==> src/rtl/op_scheduler.sv <==
// ============================================================================
// Module   : op_scheduler
// Brief    : Instruction FIFO plus issue sequencer for the FHE op controller.
// Revision : 1.0 - initial release
// ============================================================================
`default_nettype none

module op_scheduler #(
  parameter int ADDR_WIDTH     = 9,
  parameter int QUEUE_DEPTH    = 4,
  parameter int PTR_WIDTH      = 2,
  parameter int TIMEOUT_CYCLES = 1024,
  parameter int CNT_WIDTH      = 16
) (
  input  logic                  clk,
  input  logic                  rst_n,
  input  logic                  push_valid,
  input  logic [31:0]           push_data,
  output logic                  push_ready,
  input  logic                  flush,
  input  logic                  clear_status,
  output logic                  issue_valid,
  output logic [1:0]            issue_opcode,
  output logic [ADDR_WIDTH-1:0] issue_op1_addr,
  output logic [ADDR_WIDTH-1:0] issue_op2_addr,
  output logic [ADDR_WIDTH-1:0] issue_out_addr,
  input  logic                  ctl_done,
  output logic                  busy,
  output logic [PTR_WIDTH:0]    queue_count,
  output logic                  overflow,
  output logic                  timeout,
  output logic [CNT_WIDTH-1:0]  ops_completed,
  output logic                  irq_done
);

  localparam int c_entry_w = 2 + 3 * ADDR_WIDTH;
  localparam int c_wd_w    = $clog2(TIMEOUT_CYCLES + 1);
  localparam logic [PTR_WIDTH:0]   c_full    = (PTR_WIDTH + 1)'(QUEUE_DEPTH);
  localparam logic [PTR_WIDTH:0]   c_cnt_one = (PTR_WIDTH + 1)'(1);
  localparam logic [PTR_WIDTH-1:0] c_ptr_one = PTR_WIDTH'(1);
  localparam logic [c_wd_w-1:0]    c_wd_last = c_wd_w'(TIMEOUT_CYCLES - 1);

  typedef enum logic [1:0] {
    ST_IDLE  = 2'd0,
    ST_ISSUE = 2'd1,
    ST_WAIT  = 2'd2
  } state_t;

  state_t                 r_state;
  logic [c_entry_w-1:0]   r_mem [QUEUE_DEPTH];
  logic [PTR_WIDTH-1:0]   r_wr_ptr;
  logic [PTR_WIDTH-1:0]   r_rd_ptr;
  logic [PTR_WIDTH:0]     r_count;
  logic [c_wd_w-1:0]      r_wdog;
  logic                   r_issue_valid;
  logic [1:0]             r_opcode;
  logic [ADDR_WIDTH-1:0]  r_op1;
  logic [ADDR_WIDTH-1:0]  r_op2;
  logic [ADDR_WIDTH-1:0]  r_out;
  logic                   r_overflow;
  logic                   r_timeout;
  logic [CNT_WIDTH-1:0]   r_ops;
  logic                   r_irq;

  logic                   w_push_ok;
  logic                   w_ovf_set;
  logic                   w_pop;
  logic [PTR_WIDTH:0]     w_count_nxt;
  logic [c_entry_w-1:0]   w_head;

  assign push_ready = (r_count != c_full);
  assign w_push_ok  = push_valid && push_data[31] && push_ready && !flush;
  assign w_ovf_set  = push_valid && push_data[31] && !push_ready && !flush;
  assign w_pop      = (r_state == ST_ISSUE);

  // With an empty queue the only candidate head is the word arriving this edge.
  assign w_head = (r_count == '0) ? push_data[c_entry_w-1:0] : r_mem[r_rd_ptr];

  always_comb begin
    w_count_nxt = r_count;
    if (flush)
      w_count_nxt = '0;
    else if (w_push_ok && !w_pop)
      w_count_nxt = r_count + c_cnt_one;
    else if (!w_push_ok && w_pop)
      w_count_nxt = r_count - c_cnt_one;
  end

  always_ff @(posedge clk or negedge rst_n) begin
    if (!rst_n) begin
      r_state       <= ST_IDLE;
      for (int i = 0; i < QUEUE_DEPTH; i++) r_mem[i] <= '0;
      r_wr_ptr      <= '0;
      r_rd_ptr      <= '0;
      r_count       <= '0;
      r_wdog        <= '0;
      r_issue_valid <= 1'b0;
      r_opcode      <= '0;
      r_op1         <= '0;
      r_op2         <= '0;
      r_out         <= '0;
      r_overflow    <= 1'b0;
      r_timeout     <= 1'b0;
      r_ops         <= '0;
      r_irq         <= 1'b0;
    end else begin
      r_issue_valid <= 1'b0;
      r_irq         <= 1'b0;

      if (w_push_ok) begin
        r_mem[r_wr_ptr] <= push_data[c_entry_w-1:0];
        r_wr_ptr        <= r_wr_ptr + c_ptr_one;
      end
      if (w_pop) r_rd_ptr <= r_rd_ptr + c_ptr_one;
      if (flush) begin
        r_wr_ptr <= '0;
        r_rd_ptr <= '0;
      end
      r_count <= w_count_nxt;

      if (clear_status) begin
        r_overflow <= 1'b0;
        r_timeout  <= 1'b0;
      end
      if (w_ovf_set) r_overflow <= 1'b1;

      case (r_state)
        ST_IDLE: begin
          if (r_count != '0 && !flush) begin
            r_issue_valid <= 1'b1;
            r_opcode      <= w_head[1:0];
            r_op1         <= w_head[2 +: ADDR_WIDTH];
            r_op2         <= w_head[2 + ADDR_WIDTH +: ADDR_WIDTH];
            r_out         <= w_head[2 + 2 * ADDR_WIDTH +: ADDR_WIDTH];
            r_state       <= ST_ISSUE;
          end
        end
        ST_ISSUE: begin
          r_wdog  <= '0;
          r_state <= ST_WAIT;
        end
        ST_WAIT: begin
          if (ctl_done) begin
            r_ops <= r_ops + CNT_WIDTH'(1);
            if (w_count_nxt != '0) begin
              r_issue_valid <= 1'b1;
              r_opcode      <= w_head[1:0];
              r_op1         <= w_head[2 +: ADDR_WIDTH];
              r_op2         <= w_head[2 + ADDR_WIDTH +: ADDR_WIDTH];
              r_out         <= w_head[2 + 2 * ADDR_WIDTH +: ADDR_WIDTH];
              r_state       <= ST_ISSUE;
            end else begin
              r_irq   <= 1'b1;
              r_state <= ST_IDLE;
            end
          end else if (r_wdog == c_wd_last) begin
            r_timeout <= 1'b1;
            r_state   <= ST_IDLE;
          end else begin
            r_wdog <= r_wdog + c_wd_w'(1);
          end
        end
        default: r_state <= ST_IDLE;
      endcase
    end
  end

  assign issue_valid    = r_issue_valid;
  assign issue_opcode   = r_opcode;
  assign issue_op1_addr = r_op1;
  assign issue_op2_addr = r_op2;
  assign issue_out_addr = r_out;
  assign busy           = (r_state != ST_IDLE) || (r_count != '0);
  assign queue_count    = r_count;
  assign overflow       = r_overflow;
  assign timeout        = r_timeout;
  assign ops_completed  = r_ops;
  assign irq_done       = r_irq;

endmodule

`default_nettype wire

==> config.mk <==
export PLATFORM = sky130hd
export DESIGN_NAME = op_scheduler
export DESIGN_NICKNAME = d
export VERILOG_FILES = /design/src/rtl/op_scheduler.sv
export SDC_FILE = /design/constraint.sdc
export NUM_CORES = 1
export LEC_CHECK = 0
export CAP_MARGIN = 30
export CORE_MARGIN = 2
export CORE_UTILIZATION = 50
export CTS_BUF_LIST = sky130_fd_sc_hd__clkbuf_2 sky130_fd_sc_hd__clkbuf_4 sky130_fd_sc_hd__clkbuf_8
export CTS_CLUSTER_SIZE = 30
export DETAILED_ROUTE_END_ITERATION = 8
export HOLD_SLACK_MARGIN = 0.12
export PLACE_DENSITY_LB_ADDON = 0.15
export REMOVE_ABC_BUFFERS = 1
export SLEW_MARGIN = 30
export SYNTH_ARGS = -nofsm -noshare
export SYNTH_HDL_FRONTEND = slang
export SYNTH_SLANG_ARGS = --single-unit
==> constraint.sdc <==
create_clock -name clk -period 3.16 [get_ports clk]
set_input_delay 0.79 -clock clk [delete_from_list [all_inputs] [get_ports clk]]
set_output_delay 0.79 -clock clk [all_outputs]
set_load 0.02 [all_outputs]
==> flow_metrics.tcl <==
set metrics [dict create \
    yosysTopAreaCell "dfrtp_1" \
    fillers 1325 \
    rsz0062_at_grt "false" \
    dieArea_mm2 0.01821 \
    combPwrFrac_pct 41.1 \
    firstDrtPassIters 4 \
    postCtsSetupBuffers 0 \
    path_clk_slew_ns 0.09 \
    period_share_pct 95.93 \
    p_clk_share_pct 18.0 \
    dp_slack_ns 0.06278 \
    ios 92 \
    start_util_pct 51.34 \
    htree_levels 4 \
    drc_errors 0 \
    grt_max_degree 67 \
    clock_skew_ns 0.01523 \
    yosysTopAreaCellShare_pct 53.99 \
    endpoint_kind "primary output" \
    seq_area_mm2 0.004636 \
    p_seq_share_pct 40.9 \
    outcome "finished clean" \
    routed_wl_mm 18.10 \
    avgSynthCellArea_um2 13.29 \
    switching_power_uw 2917 \
    viasPerCell 5.648 \
    utilization_pct 60.68 \
    cp_max_fo 6 \
    yosysUniqueCellTypes 44 \
    layout-drive-gt1-share_pct 31.90 \
    p_per_area_mw_per_mm2 840.2 \
    numPortBuffers 89 \
    yosysMostFrequentCell "dfrtp_1" \
    p_int_uw 5597 \
    root_buffer "clkbuf_8" \
    ir_worst_vdd_uv 585.7 \
    num_antenna_cells 0 \
    cts_buffers 17 \
    syn_to_final_growth_pct 18.18 \
    synth_common_cells "185 x dfrtp_1, 145 x mux2_2, 35 x a21oi_1" \
    clock-sinks 185 \
    fp-row-count 47 \
    nNetsFinal 780 \
    finalWorstSetupSlack_ns 0.1286 \
    fin_crit_ns 3.031 \
    min_path_type "in2async" \
    tightest_slew_ns 0.6894 \
    grtUsageTotal_pct 21.18 \
    crit_path_start_kind "flop" \
    crit_arrival_ns 2.24 \
    async_flop_share_pct 100.0 \
    gp_congestion 0.7931 \
    detail_route.wl_per_cell_um 18.74 \
    core_mm2 0.01670 \
    synth-edff-count 0 \
    max_freq_ghz 0.3299 \
    cts_max_path_buffers 2 \
    setup_viol 0 \
    grt_pass1_vias 5814 \
    synthTopCellsByArea "dfrtp_1 54%, mux2_2 19%, mux2_4 5.1%, mux2i_1 3.6%, o22ai_1 2.3%" \
    ff2ff_path_depth 9 \
    hold_violations 0 \
    die_w_um 135.0 \
    cts_tree "yes" \
    synth-seq-cells 185 \
    maxSlewViolCount 0 \
    leakagePower_uw 0.004510 \
    yosysWarnings 0 \
    vias 5456 \
    first_iter_violations 289 \
    multi_input_area_mm2 0.003745 \
    swShare_pct 34.26 \
    antenna_found_initial 0 \
    clk_latency_ns 0.47 \
    synth_cells 645 \
    required_ns 2.37 \
    timing.hold.ws_ns 0.2931 \
    max-slew-margin-rel_pct 53.88 \
    max_cap_viol_count 0 \
    dp_hpwl_mm 11.04 \
    synth_ff_type "dfrtp_1" \
    yosysSeqAreaShare_pct 53.99 \
    grt_remaining_overflow 0 \
    grt_first_pass_wirelength_mm 29.89 \
    antenna_left 0 \
    syn_area_mm2 0.008574 \
    path_class "reg2out" \
    fp.dieH_um 135.0 \
]
## worst max-delay path, stage by stage, from the launching register on
cell and delay, ns:
dfrtp_2 0.43, inv_1 0.10, ha_1 0.30, and2_2 0.27, inv_4 0.08, clkdlybuf4s50_1 0.59
## logic make-up after synthesis
family | after synthesis | synth area share (%)
AOI/OAI and AO/OA | 84 | 6.319
xor gates and xnor gates | 23 | 2.349
adders and majority gates | 9 | 1.313
buffers and inverters | 46 | 2.641
DFF | 185 | 53.99
muxes | 205 | 27.74
and+or+nand+nor | 93 | 5.647
## final timing paths
kind | start | to | slack (ns)
max | queue_count[0]$_DFF_PN0_ | push_ready | 0.13
min | rst_n | r_mem[102]$_DFFE_PN0P_ | 0.29
max reg2reg | queue_count[0]$_DFF_PN0_ | issue_op2_addr[4]$_DFFE_PN0P_ | 0.47
min reg2reg | ops_completed[15]$_DFFE_PN0P_ | ops_completed[15]$_DFFE_PN0P_ | 0.47
max in group asynchronous | rst_n | r_mem[52]$_DFFE_PN0P_ | 1.95
min in group clk | ops_completed[15]$_DFFE_PN0P_ | ops_completed[15]$_DFFE_PN0P_ | 0.47
## placed cells by master, fill, tap and decap left out, drive strengths merged, types with 6 or more instances in the layout
master,n
inv,10
clkdlybuf4s50,88
buf,18
xor2,6
and3,7
a21oi,35
ha,9
clkbuf,22
nand2,25
xnor2,17
nand4,9
nand3,9
o22ai,31
mux2,174
mux2i,31
dfrtp,185
nor2,23
## sequential cells by signal, indices dropped and copies added, names as in the netlist
register        flops
issue_op2_addr      9
r_rd_ptr            2
issue_op1_addr      9
overflow            1
issue_valid         1
r_wr_ptr            2
r_mem             116
issue_opcode        2
r_state             2
r_wdog             11
timeout             1
irq_done            1
queue_count         3
ops_completed      16
issue_out_addr      9
## cell type report
cell class	count	share of cell area, %
Clock inverter	10	0.9260
Timing Repair Buffer	106	10.43
Tap cell	220	2.716
Multi-Input combinational cell	414	36.96
Sequential cell	185	45.75
Inverter	9	0.3581
Clock buffer	22	2.865
## stage by stage
step                area, µm²  total power, µW  cells  TNS, ns
CTS                     10120             8581    966        0
global placement         9734             6895    934        0
global route            10130             9038    966        0
floorplan                8384             5729    608   -12.63
finish                  10130             8514    966        0
detailed placement       9734             7036    934        0
## repair_timing
action	in CTS	in global routing
setup endpoints to repair	0	1
gates resized for setup	0	3
hold buffers	0	0
## layer usage
metal | GRT usage, % | up-vias | routed length (µm)
met5 | 0 | - | 0
met4 | 8.160 | 0 | 346
met2 | 34.74 | 112 | 8929
met1 | 27.76 | 2806 | 8102
li1 | - | 2509 | -
met3 | 4.505 | 29 | 722
## power groups by stage
stage / Sequential, µW / Combinational [µW] / Clock [µW]
3_3_place_gp: 3470 / 3430 / 0
6_report: 3480 / 3500 / 1530
4_1_cts: 3480 / 3530 / 1570
2_1_floorplan: 3700 / 2030 / 0
3_5_place_dp: 3520 / 3520 / 0
5_1_grt: 3570 / 3790 / 1680
No activity file was read; power rests on OpenSTA's default activity.
